### config.mk
export PLATFORM = sky130hd
export DESIGN_NAME = vga_mode_sched_flat
export DESIGN_NICKNAME = d
export VERILOG_FILES = /design/src/rtl/vga_mode_sched_if.sv /design/src/rtl/vga_mode_sched.sv /design/src/flat_wrapper.sv
export SDC_FILE = /design/constraint.sdc
export NUM_CORES = 1
export LEC_CHECK = 0
export BUFFER_PORTS_ARGS = -buffer_cell sky130_fd_sc_hd__buf_2
export CAP_MARGIN = 5
export CORE_UTILIZATION = 40
export DETAILED_ROUTE_END_ITERATION = 7
export HOLD_SLACK_MARGIN = 0.06
export PLACE_DENSITY = 0.61
export SLEW_MARGIN = 40
export SYNTH_ARGS = -nofsm -noshare
export SYNTH_HDL_FRONTEND = slang
export SYNTH_SLANG_ARGS = --single-unit
### constraint.sdc
create_clock -name clk -period 4.65 [get_ports clk]
set_clock_uncertainty 0.1 [all_clocks]
set_input_delay 0.6975 -clock clk [delete_from_list [all_inputs] [get_ports clk]]
set_output_delay 0.6975 -clock clk [all_outputs]
set_load 0.02 [all_outputs]
### src/rtl/vga_mode_sched_if.sv
`default_nettype none
// ---------------------------------------------------------------------------
// vga_mode_sched_if : request/frame inputs and mode/blank outputs of the
//                     VGA display-mode scheduler.
// Rev 1.0
// ---------------------------------------------------------------------------
interface vga_mode_sched_if;
  logic [4:0] mode_req;
  logic       frame_start;
  logic [4:0] game_mode;
  logic       blank;
  logic       busy;
  logic       switch_done;

  modport master (
    output mode_req, frame_start,
    input  game_mode, blank, busy, switch_done
  );

  modport slave (
    input  mode_req, frame_start,
    output game_mode, blank, busy, switch_done
  );
endinterface
`default_nettype wire

### src/rtl/vga_mode_sched.sv
`default_nettype none
// ---------------------------------------------------------------------------
// vga_mode_sched : synchronizes mode requests and applies the chosen mode at a
//                  frame boundary with optional blanking. Optional idle
//                  auto-cycling is enabled by defining MODE_AUTOCYCLE_EN.
// Rev 1.0
// ---------------------------------------------------------------------------
module vga_mode_sched #(
  parameter int BLANK_FRAMES = 2,
  parameter int IDLE_FRAMES  = 600
) (
  input  wire logic       clk,
  input  wire logic       rst,
  vga_mode_sched_if.slave bus
);

  typedef enum logic [1:0] {
    SHOW  = 2'd0,
    ARMED = 2'd1,
    BLANK = 2'd2
  } state_t;

  localparam logic [3:0] LAST_BLANK = (BLANK_FRAMES > 0) ? 4'(BLANK_FRAMES - 1) : 4'd0;

  logic [4:0] meta_q, sync_q, sync_prev_q, rise_q, rise_d;
  state_t     state_q, state_d;
  logic [4:0] game_mode_q, game_mode_d;
  logic [4:0] pend_q, pend_d;
  logic       pend_vld_q, pend_vld_d;
  logic       blank_q, blank_d;
  logic       busy_q, busy_d;
  logic       done_q, done_d;
  logic [3:0] fcnt_q, fcnt_d;

  logic [4:0] ext_pick;
  logic       ext_accept;
  logic [4:0] auto_req;
  logic       accept;
  logic [4:0] req_pick;

  always_comb begin
    rise_d = sync_q & ~sync_prev_q;
  end

  // Lowest set bit wins; the rest are dropped.
  assign ext_pick   = rise_q & (~rise_q + 5'd1);
  assign ext_accept = (ext_pick != 5'd0) &&
                      ((state_q != SHOW) || (ext_pick != game_mode_q));

`ifdef MODE_AUTOCYCLE_EN
  logic [15:0] idle_q, idle_d;
  logic        auto_fire;

  always_comb begin
    auto_fire = 1'b0;
    idle_d    = idle_q;
    if ((state_q != SHOW) || ext_accept) begin
      idle_d = 16'd0;
    end else if (bus.frame_start) begin
      if (idle_q == 16'(IDLE_FRAMES - 1)) begin
        auto_fire = 1'b1;
        idle_d    = 16'd0;
      end else begin
        idle_d = idle_q + 16'd1;
      end
    end
  end

  always_ff @(posedge clk or negedge rst) begin
    if (!rst) idle_q <= 16'd0;
    else      idle_q <= idle_d;
  end

  assign auto_req = auto_fire ? {game_mode_q[3:0], game_mode_q[4]} : 5'd0;
`else
  localparam int unused_idle_frames = IDLE_FRAMES;
  assign auto_req = 5'd0;
`endif

  assign accept   = ext_accept || (auto_req != 5'd0);
  assign req_pick = ext_accept ? ext_pick : auto_req;

  always_comb begin
    state_d     = state_q;
    game_mode_d = game_mode_q;
    pend_d      = pend_q;
    pend_vld_d  = pend_vld_q;
    blank_d     = blank_q;
    busy_d      = busy_q;
    done_d      = 1'b0;
    fcnt_d      = fcnt_q;

    if (accept) begin
      pend_d     = req_pick;
      pend_vld_d = 1'b1;
    end

    case (state_q)
      SHOW: begin
        if (accept) begin
          state_d = ARMED;
          busy_d  = 1'b1;
        end
      end
      ARMED: begin
        if (bus.frame_start) begin
          game_mode_d = pend_d;
          pend_vld_d  = 1'b0;
          if (BLANK_FRAMES == 0) begin
            done_d  = 1'b1;
            busy_d  = 1'b0;
            state_d = SHOW;
          end else begin
            blank_d = 1'b1;
            fcnt_d  = 4'd0;
            state_d = BLANK;
          end
        end
      end
      BLANK: begin
        if (bus.frame_start) begin
          if (fcnt_q == LAST_BLANK) begin
            blank_d = 1'b0;
            done_d  = 1'b1;
            // A request taken during blanking re-arms only if it changes the mode.
            if (pend_vld_d && (pend_d != game_mode_q)) begin
              state_d = ARMED;
            end else begin
              state_d    = SHOW;
              busy_d     = 1'b0;
              pend_vld_d = 1'b0;
            end
          end else begin
            fcnt_d = fcnt_q + 4'd1;
          end
        end
      end
      default: begin
        state_d    = SHOW;
        busy_d     = 1'b0;
        blank_d    = 1'b0;
        pend_vld_d = 1'b0;
      end
    endcase
  end

  always_ff @(posedge clk or negedge rst) begin
    if (!rst) begin
      meta_q      <= 5'd0;
      sync_q      <= 5'd0;
      sync_prev_q <= 5'd0;
      rise_q      <= 5'd0;
      state_q     <= SHOW;
      game_mode_q <= 5'b00001;
      pend_q      <= 5'b00001;
      pend_vld_q  <= 1'b0;
      blank_q     <= 1'b0;
      busy_q      <= 1'b0;
      done_q      <= 1'b0;
      fcnt_q      <= 4'd0;
    end else begin
      meta_q      <= bus.mode_req;
      sync_q      <= meta_q;
      sync_prev_q <= sync_q;
      rise_q      <= rise_d;
      state_q     <= state_d;
      game_mode_q <= game_mode_d;
      pend_q      <= pend_d;
      pend_vld_q  <= pend_vld_d;
      blank_q     <= blank_d;
      busy_q      <= busy_d;
      done_q      <= done_d;
      fcnt_q      <= fcnt_d;
    end
  end

  assign bus.game_mode   = game_mode_q;
  assign bus.blank       = blank_q;
  assign bus.busy        = busy_q;
  assign bus.switch_done = done_q;

endmodule
`default_nettype wire

### src/flat_wrapper.sv
// flat-port wrapper written by rule: the top's interface ports become plain ports
module vga_mode_sched_flat 
#(
  parameter int BLANK_FRAMES = 2,
  parameter int IDLE_FRAMES  = 600
)
  (clk, rst, bus_mode_req, bus_frame_start, bus_game_mode, bus_blank, bus_busy, bus_switch_done);
  vga_mode_sched_if bus_i ();
  input  wire logic clk;
  input  wire logic rst;
  input wire logic [$bits(bus_i.mode_req)-1:0] bus_mode_req;
  input wire logic [$bits(bus_i.frame_start)-1:0] bus_frame_start;
  output wire logic [$bits(bus_i.game_mode)-1:0] bus_game_mode;
  output wire logic [$bits(bus_i.blank)-1:0] bus_blank;
  output wire logic [$bits(bus_i.busy)-1:0] bus_busy;
  output wire logic [$bits(bus_i.switch_done)-1:0] bus_switch_done;
  assign bus_i.mode_req = bus_mode_req;
  assign bus_i.frame_start = bus_frame_start;
  assign bus_game_mode = bus_i.game_mode;
  assign bus_blank = bus_i.blank;
  assign bus_busy = bus_i.busy;
  assign bus_switch_done = bus_i.switch_done;
  vga_mode_sched #(.BLANK_FRAMES(BLANK_FRAMES), .IDLE_FRAMES(IDLE_FRAMES)) u_core (.clk(clk), .rst(rst), .bus(bus_i));
endmodule
==> impl_metrics.ini, run 1 <==
[worst_setup_path]
critical_path_buf_inv_count = 0
timing.critical_path.arrival_ns = 2.41
cp_top_family = compound AO/OA/AOI/OAI gates
cp-end-kind = register
path_cells = or4_1, o22ai_2, o21ai_2, and2_4, o311ai_0, a32oi_1
category_of_the_worst_setup_path_launch_point = register
max_stage_delay_ns = 0.55
crit_type = register to register
worst_ep_required_time_ns = 4.71
crit_path_top_delay_cell = or4_1
critPathMaxFanout = 11

[detailed_routing]
routed-via-count = 1331
dr.pass1.iters = 4
avgRoutedWirePerCell_um = 14.9
overall_routed_net_length_um = 3590
remaining_drc_errors = 0
routed_via_density = 5.55
initialDrtViolationCount = 88
antenna_left = 0

[placed_design]
placed_cell_area_mm2 = 0.00194
pre_cts_slack_ns = 2.31
placer_s_final_routability_congestion_estimate = 0.859
placement.io_buffers = 15
dp_hpwl_um = 2460

[yosys]
ys.warnings.count = 0
syn_inst = 170
yosysUniqueCellTypes = 52
synth_top_cell_area_share = 0.521
synth_cell_area_mm2 = 0.00182
synth_edf_count = 0
synth-seq-cells = 40
synth.yosys.seq_area_share = 0.550
synth_fp_nets = 180
yosys_most_used_dff = dfrtp_1
yosys-top-cells-area = dfrtp_1 52%, a21oi_1 3.8%, o21ai_0 3.6%
syn_area_per_cell_um2 = 10.7
async_flop_share = 1.00
yosysTopAreaCell = dfrtp_1

[global_route]
initial_antenna_violation_count = 0
grt.total_usage = 0.163
grt_pass1_wl_um = 6130
number_of_global_route_vias_before_repair = 1329
overflow = 0
grt_start_max_net_pins = 41

[layout]
layout.filler_cells = 412
final_util = 0.467
drive_above_1_share = 0.207
final_cell_mix = 38 x dfrtp_1, 17 x nand2_1, 14 x a21oi_1, 14 x buf_2, 13 x o21ai_0
multiInputGateArea_um2 = 781
layout.area.seq_mm2 = 0.00100
final_net_count = 197
most_common_cell_after_layout_fill_and_taps_aside = dfrtp_1
final_design_area_no_fill_mm2 = 0.00203
syn_to_final_growth_pct = 11.5
antenna-diode-count = 0

[power_and_ir_drop]
clock_power_share = 0.200
leakagePower_nw = 0.883
worst_ir_drop_vdd_mv = 0.257
switchingPower_mw = 0.449
cellPowerDensity_mw_per_mm2 = 561
cell_internal_power_dissipation_mw = 0.692
sw_frac_of_total = 0.393
power.combinational.fraction = 0.345
power_frac_seq = 0.454

[die]
io_pins = 16
initial_core_util = 0.419
floorplan.die.width_um = 69.5
core_area_mm2 = 0.00435
fp.dieArea_mm2 = 0.00483
die-height_um = 69.5
num_rows = 24

[clocking]
post_cts.repair.setup_buffers = 0
tritoncts = done
clock_tree.root_cell = clkbuf_8
post_cts_resized = 0
postCtsHoldBufs = 0
clock_tree.htree_level_count = 2
clock_latency_ns = 0.29
clk_pin_slew_ns = 0.08
cts.sinks = 40
ctsLongestPathBuffers = 2
num_cts_buffers = 5

[status]
status = finished clean

[min_path]
hold_path_class = primary input to asynchronous set/reset pin

[sta]
period_share = 0.507
final_worst_path_period_need_ns = 2.36
fin_tns_setup_ns = 0
timing.final.max_slew_violations = 0
timing.hold.ws_ns = 0.255
setup_violations = 0
tightestPinTransition_ns = 0.520
relative_max_transition_margin = 0.652
fin_ws_ns = 2.29
final_hold_violation_count = 0
achievable-frequency_mhz = 425
rsz0062_at_grt = false

[flow_run]
max_cap_violations = 0
## worst register-to-register path: cells and delay by family, from the launching register on
family	cells	cell delay (ns)
AO/OA/AOI/OAI	4	0.88
AND/OR/NAND/NOR	2	0.75
flip-flops	1	0.48
## per-stage QoR
step           total power [mW]  std cells
5_1_grt                    1.22        240
2_1_floorplan             0.804        170
3_3_place_gp              0.903        232
3_5_place_dp              0.918        232
6_report                   1.14        240
4_1_cts                    1.15        240
## area by class of cell
| cell class | count | share of cell area |
|---|---|---|
| repair buffers | 15 | 0.0381 |
| clock inverters | 2 | 0.00800 |
| clock buffers | 6 | 0.0357 |
| multi-input cells | 120 | 0.384 |
| flip-flops and latches | 40 | 0.493 |
| inverters | 5 | 0.00923 |
| well taps | 52 | 0.0320 |
## power groups by stage
| stage | Sequential [mW] | Combinational [mW] | Clock, mW |
|---|---|---|---|
| 2_1_floorplan | 0.507 | 0.297 | 0 |
| 3_3_place_gp | 0.520 | 0.383 | 0 |
| 3_5_place_dp | 0.525 | 0.393 | 0 |
| 4_1_cts | 0.519 | 0.396 | 0.239 |
| 5_1_grt | 0.535 | 0.437 | 0.253 |
| 6_report | 0.518 | 0.394 | 0.229 |
## state kept, by name, summed over array words and instances, names as in the netlist, 2 cells and up
signal	flops
u_core.state_q	2
u_core.pend_q	5
u_core.fcnt_q	4
u_core.bus.game_mode	5
u_core.sync_prev_q	5
u_core.rise_q	5
u_core.meta_q	5
u_core.sync_q	5
## logic make-up after synthesis
| logic type | after synthesis | share of synthesized area |
|---|---|---|
| compound gates | 50 | 0.178 |
| xor+xnor | 5 | 0.0240 |
| fa+ha+maj | 2 | 0.0137 |
| simple gates | 58 | 0.178 |
| buf+inv | 10 | 0.0247 |
| mux | 5 | 0.0309 |
| flops | 40 | 0.550 |
## per-layer routing
layer,global-route usage,share of wire,up-vias
li1,-,-,651
met1,0.204,0.46,652
met2,0.271,0.50,26
met3,0.0451,0.035,2
met4,0.0544,0.0053,0
met5,0,0,-
## synthesized netlist by cell type, drive strengths merged (2+ instances only)
cell type  number
a21oi          14
a31oi           4
and3            2
buf             2
clkbuf          3
dfrtp          38
dfstp           2
ha              2
inv             4
mux2            5
nand2          18
nor2            8
nor2b          10
nor3            4
nor3b           3
o2111ai         2
o211ai          2
o21ai          16
o22ai           2
or3             2
or3b            2
xnor2           4
## path summary, 6_finish.rpt
| kind | start | endpoint | slack, ns | cells past startpoint |
|---|---|---|---|---|
| worst max register to register | u_core.rise_q[0]$_DFF_PN0_ | u_core.bus.busy$_DFFE_PN0P_ | 2.29 | 6 |
| worst max-delay path | u_core.rise_q[0]$_DFF_PN0_ | u_core.bus.busy$_DFFE_PN0P_ | 2.29 | 6 |
| max in group asynchronous | rst | u_core.pend_q[0]$_DFF_PN1_ | 3.81 | 1 |
| worst min-delay path | rst | u_core.pend_q[3]$_DFF_PN0_ | 0.26 | 1 |
| worst min register to register | u_core.meta_q[3]$_DFF_PN0_ | u_core.sync_q[3]$_DFF_PN0_ | 0.26 | 0 |
| min in group clk | u_core.meta_q[3]$_DFF_PN0_ | u_core.sync_q[3]$_DFF_PN0_ | 0.26 | 0 |
(Power assumes the default switching activity.)
==> run 2, diff against run 1 <==
- ABC_AREA: not set -> 1
- PLACE_DENSITY: 0.61 -> 0.64
- clock period: 4.65 -> 2.08 ns (I/O delays scaled with it)
==> impl_metrics.ini, run 2 <==
[layout]
antenna-diode-count = 0
syn_to_final_growth_pct = 29.8
multiInputGateArea_um2 = 723
drive_above_1_share = 0.321
final_net_count = 252
final_util = 0.555
most_common_cell_after_layout_fill_and_taps_aside = nand2_1
final_cell_mix = 42 x nand2_1, 38 x dfrtp_1, 28 x inv_1
layout.filler_cells = 364
layout.area.seq_mm2 = 0.00100

[sta]
achievable-frequency_mhz = 474
setup_violations = 2
fin_tns_setup_ns = -0.0503
fin_ws_ns = -0.0277
final_hold_violation_count = 0
timing.final.max_slew_violations = 0
relative_max_transition_margin = 0.675
tightestPinTransition_ns = 0.488
final_worst_path_period_need_ns = 2.11
rsz0062_at_grt = true
period_share = 1.01

[die]
initial_core_util = 0.428
fp.dieArea_mm2 = 0.00467
die-height_um = 68.4
floorplan.die.width_um = 68.4
num_rows = 23
core_area_mm2 = 0.00412
io_pins = 16

[detailed_routing]
remaining_drc_errors = 0
antenna_left = 0
top_signal_layer_used = met4
routed_via_density = 4.62
wl_met1_um = 1530
wl_met2_um = 1490
dr.pass1.iters = 4
avgRoutedWirePerCell_um = 10.8
routed-via-count = 1353
initialDrtViolationCount = 41
met3RoutedLength_um = 103
overall_routed_net_length_um = 3160

[global_route]
number_of_global_route_vias_before_repair = 1280
grt_start_max_net_pins = 41
grt.total_usage = 0.154
initial_antenna_violation_count = 0
grt_pass1_wl_um = 5250
overflow = 0

[worst_setup_path]
cp-end-kind = register
crit_start = u_core.rise_q[1]$_DFF_PN0_
r2r-end = u_core.bus.busy$_DFFE_PN0P_
crit_path_end = u_core.bus.busy$_DFFE_PN0P_
reg2reg_setup_slack_ns = -0.03
critPathMaxFanout = 8
crit-reg2reg-launch = u_core.rise_q[1]$_DFF_PN0_
worst_ep_required_time_ns = 2.16
cell_depth_of_the_worst_flop_to_flop_path = 15
timing.critical_path.arrival_ns = 2.19
category_of_the_worst_setup_path_launch_point = register
crit_type = register to register

[power_and_ir_drop]
sw_frac_of_total = 0.400
clock_power_share = 0.192
power.combinational.fraction = 0.428
cell_internal_power_dissipation_mw = 1.69
cellPowerDensity_mw_per_mm2 = 1230
leakagePower_nw = 1.19
power_frac_seq = 0.380
worst_ir_drop_vdd_mv = 0.530
switchingPower_mw = 1.12

[clocking]
clock_tree.htree_level_count = 2
clock_latency_ns = 0.29
tritoncts = done
clk_pin_slew_ns = 0.08
ctsLongestPathBuffers = 2
num_cts_buffers = 5
cts.sinks = 40
clock_tree.root_cell = clkbuf_8

[yosys]
syn_area_per_cell_um2 = 8.99
synth-seq-cells = 40
yosys-top-cells-area = dfrtp_1 54%, nand2_1 11%, inv_1 6.2%
synth_fp_nets = 206
ys.warnings.count = 0
synth_top_cell_area_share = 0.540
synth_edf_count = 0
yosysUniqueCellTypes = 27
synth.yosys.seq_area_share = 0.570
yosysTopAreaCell = dfrtp_1
synth_cell_area_mm2 = 0.00176
synth.cells.most_frequent = 50 x nand2_1, 38 x dfrtp_1, 29 x inv_1
async_flop_share = 1.00
yosys_most_used_dff = dfrtp_1
syn_inst = 196
yosys.cell_count.top_type = nand2_1

[status]
status = finished, violations left
violated_checks = setup timing

[placed_design]
placement.io_buffers = 15
dp_hpwl_um = 2090
placer_s_final_routability_congestion_estimate = 0.806

[min_path]
hold_path_class = primary input to register

[flow_run]
max_cap_violations = 0
[run 2: repair_timing]
action | in CTS | in global routing
gates resized for setup | 9 | 15
setup buffers | 10 | 1
hold buffers | 6 | 0
hold endpoints to repair | 43 | 0
endpoints found under the setup margin | 2 | 4
pin swaps | 12 | 14
gates cloned | 0 | 0
[run 2: cell families (layout without fill, tap and decap cells)]
group | Yosys count | in the layout | share of synthesized area
flops | 40 | 40 | 0.570
compound gates | 13 | 13 | 0.0376
simple gates | 105 | 105 | 0.288
fa+ha+maj | 2 | 2 | 0.0142
buf+inv | 33 | 80 | 0.0710
mux | 1 | 1 | 0.00568
xor+xnor | 2 | 2 | 0.0142
[run 2: worst min-delay path by stage]
stage	startpoint	to	slack [ns]	depth (start not counted)
after detailed placement	u_core.meta_q[0]$_DFF_PN0_	u_core.sync_q[0]$_DFF_PN0_	0.24	0
after floorplan	rst	u_core.bus.blank$_DFFE_PN0P_	-0.08	0
final	bus_frame_start	u_core.fcnt_q[0]$_DFFE_PN0P_	0.25	3
after global routing	bus_frame_start	u_core.fcnt_q[1]$_DFFE_PN0P_	0.26	3
after CTS	bus_frame_start	u_core.fcnt_q[0]$_DFFE_PN0P_	0.24	3
after global placement	u_core.meta_q[1]$_DFF_PN0_	u_core.sync_q[1]$_DFF_PN0_	0.23	0
[run 2: metrics by stage]
step                cells  hold WS (ns)  worst slack [ns]  area (um^2)  total power, mW
CTS                   292         0.242           -0.0189         2220             2.74
finish                293         0.250           -0.0277         2290             2.81
floorplan             196       -0.0836             0.129         1760             1.78
global route          293         0.259            -0.181         2290             3.03
global placement      268         0.232            0.0198         1950             2.09
detailed placement    268         0.237           -0.0281         1950             2.09
[run 2: final cells by class]
type,instances,share of cell area
clock buffer,6,0.0361
clock inverter,2,0.00657
inverter,32,0.0531
multi-input combinational,123,0.316
sequential,40,0.439
tap,50,0.0274
timing repair buffer,40,0.122
[run 2: metal layers]
metal | track usage | vias to the layer above
li1 | - | 700
met1 | 0.197 | 630
met2 | 0.246 | 18
met3 | 0.0400 | 5
met4 | 0.0625 | 0
met5 | 0 | -
[run 2: power by group through the flow]
stage / Clock [mW] / Sequential [mW] / Combinational [mW]
2_1_floorplan: 0 / 1.15 / 0.633
3_3_place_gp: 0 / 1.08 / 1.00
3_5_place_dp: 0 / 1.08 / 1.01
4_1_cts: 0.561 / 1.06 / 1.11
5_1_grt: 0.592 / 1.09 / 1.34
6_report: 0.541 / 1.07 / 1.20
[run 2: worst max-delay path, stage by stage (launching register included)]
cell and delay [ns]:
dfrtp_1 0.42, nor2_4 0.21, nand2_2 0.08, nand2_1 0.07
nand2_2 0.06, nor2_4 0.10, nand3_4 0.15, nand2_8 0.16
nand2_2 0.06, nand2_2 0.08, xor2_2 0.18, nand3_2 0.09
nand2_2 0.07, nand2_1 0.05, nand2_1 0.05, nand2_1 0.04
==> run 3, diff against run 2 <==
--- a/config.mk
+++ b/config.mk
@@ -17,2 +17,3 @@
 export SYNTH_HDL_FRONTEND = slang
 export SYNTH_SLANG_ARGS = --single-unit
+export TNS_END_PERCENT = 30
--- a/constraint.sdc
+++ b/constraint.sdc
@@ -3,3 +3,3 @@
 set_input_delay 0.312 -clock clk [delete_from_list [all_inputs] [get_ports clk]]
 set_output_delay 0.312 -clock clk [all_outputs]
-set_load 0.02 [all_outputs]
+set_load 0.05 [all_outputs]
==> impl_metrics.ini, run 3 (synthesized netlist as in run 2, its figures left out) <==
[status]
status = finished, violations left
violated_checks = setup timing

[sta]
timing.final.max_slew_violations = 0
achievable-frequency_mhz = 459
tightestPinTransition_ns = 0.680
final_hold_violation_count = 0
period_share = 1.05
relative_max_transition_margin = 0.547
final_worst_path_period_need_ns = 2.18
setup_violations = 3
rsz0062_at_grt = true
fin_ws_ns = -0.0974

[worst_setup_path]
category_of_the_worst_setup_path_launch_point = register
max_stage_delay_ns = 0.43
critPathMaxFanout = 8
crit_type = register to register
worst_ep_required_time_ns = 2.16
critical_path_buf_inv_count = 0
crit_path_top_delay_cell = dfrtp_1
cpMostUsedCell = nand2_2
cp_top_family = simple AND/OR/NAND/NOR gates
timing.critical_path.arrival_ns = 2.26
path_cells = nor2_4, nand2_2, nand2_2, nand2_2, nor2_4, nand3_4, nand2_8, nand2_4, nand3_2, nand2_2, nor2_4, nand3_1, nand2_2, nand2_1, nand2_1, nand2_1
cp-end-kind = register

[layout]
final_cell_mix = 37 x dfrtp_1, 36 x nand2_1, 28 x inv_1
antenna-diode-count = 0
syn_to_final_growth_pct = 33.7
most_common_cell_after_layout_fill_and_taps_aside = dfrtp_1
final-instance-count-excl-fill = 293
drive_above_1_share = 0.370
final_net_count = 252

[placed_design]
placement.io_buffers = 15
dp_hpwl_um = 2240
placed_cells_incl_taps = 268
placer_s_final_routability_congestion_estimate = 0.781
pre_cts_slack_ns = -0.102

[clocking]
clock_tree.root_cell = clkbuf_8
cts.sinks = 40
clock_tree.htree_level_count = 2
clk_pin_slew_ns = 0.08
clock_latency_ns = 0.30
num_cts_buffers = 5
tritoncts = done
ctsLongestPathBuffers = 2

[global_route]
overflow = 0
grt.total_usage = 0.162
initial_antenna_violation_count = 0
grt_pass1_wl_um = 5440
number_of_global_route_vias_before_repair = 1304
grt_start_max_net_pins = 33

[die]
core_area_mm2 = 0.00412
die-height_um = 68.4
io_pins = 16
fp.dieArea_mm2 = 0.00467
floorplan.die.width_um = 68.4
num_rows = 23
initial_core_util = 0.428

[detailed_routing]
overall_routed_net_length_um = 3320
dr.pass1.iters = 4
antenna_left = 0
initialDrtViolationCount = 43
remaining_drc_errors = 0
routed_via_density = 4.63
avgRoutedWirePerCell_um = 11.3
routed-via-count = 1357

[power_and_ir_drop]
cellPowerDensity_mw_per_mm2 = 1340
worst_ir_drop_vdd_mv = 0.646
leakagePower_nw = 1.23

[flow_run]
max_cap_violations = 0

[min_path]
hold_path_class = primary input to register
## run 3: changes by cell type in the layout (fill, tap and decap cells not counted), sizes merged
cell      delta
clkbuf       -1
clkinvlp     -2
clkinv       +1
bufinv       +1
inv          +1
## run 3: worst register-to-register path: stages, from the launching register on
cell	delay [ns]
dfrtp_1	0.43
nor2_4	0.20
nand2_2	0.10
nand2_2	0.08
nand2_2	0.06
nor2_4	0.12
nand3_4	0.14
nand2_8	0.18
nand2_4	0.07
nand3_2	0.06
nand2_2	0.06
nor2_4	0.12
nand3_1	0.11
nand2_2	0.09
nand2_1	0.05
nand2_1	0.05
nand2_1	0.06
## run 3: layer usage
metal,up-vias,GRT usage,share of wire
met5,-,0,0
met4,0,0.0807,0.020
met3,9,0.0433,0.036
met2,24,0.267,0.50
met1,625,0.194,0.45
li1,699,-,-
## run 3: path summary, 6_finish.rpt
check                                                start                              end  slack, ns  cells after the start
worst max-delay path            u_core.rise_q[1]$_DFF_PN0_    u_core.state_q[0]$_DFFE_PN0P_       -0.1                     16
worst min-delay path                       bus_frame_start     u_core.fcnt_q[0]$_DFFE_PN0P_       0.24                      3
worst max register to register  u_core.rise_q[1]$_DFF_PN0_    u_core.state_q[0]$_DFFE_PN0P_       -0.1                     16
worst min register to register  u_core.meta_q[0]$_DFF_PN0_       u_core.sync_q[0]$_DFF_PN0_       0.25                      0
max in group asynchronous                              rst  u_core.sync_prev_q[4]$_DFF_PN0_       0.81                      3
min in group asynchronous                              rst      u_core.bus.busy$_DFFE_PN0P_       0.49                      2
## run 3: cell type report
type / instances / area (um^2)
clock buffers: 5 / 68.8
clock inverters: 3 / 47.5
fillers: 366 / 1760
inverters: 32 / 120
multi-input cells: 123 / 771
flip-flops and latches: 40 / 1000
well taps: 50 / 62.6
repair buffers: 40 / 282
## run 3: what timing repair did
action | in CTS | in global routing
endpoints found under the hold margin | 34 | 0
resized for setup | 9 | 30
pin swaps | 13 | 21
endpoints found under the setup margin | 2 | 4
setup buffers | 8 | 3
hold buffers | 6 | 0
## run 3: stage by stage
stage | utilization | instance area, um^2 | TNS [ns] | hold WS (ns) | power (mW)
2_1_floorplan | - | 1760 | -0.00316 | -0.0836 | 1.93
3_3_place_gp | 0.475 | 1960 | -0.0954 | 0.233 | 2.25
3_5_place_dp | 0.475 | 1960 | -0.190 | 0.236 | 2.26
4_1_cts | 0.541 | 2220 | -0.0740 | 0.233 | 3.02
5_1_grt | 0.573 | 2360 | -0.818 | 0.247 | 3.39
6_report | 0.573 | 2360 | -0.248 | 0.243 | 3.16
## run 3: report_power, final
group	switching (mW)	internal, mW	total [mW]
combinational	0.912	0.520	1.43
sequential	0.139	0.946	1.09
clock	0.283	0.361	0.644
total	1.33	1.83	3.16
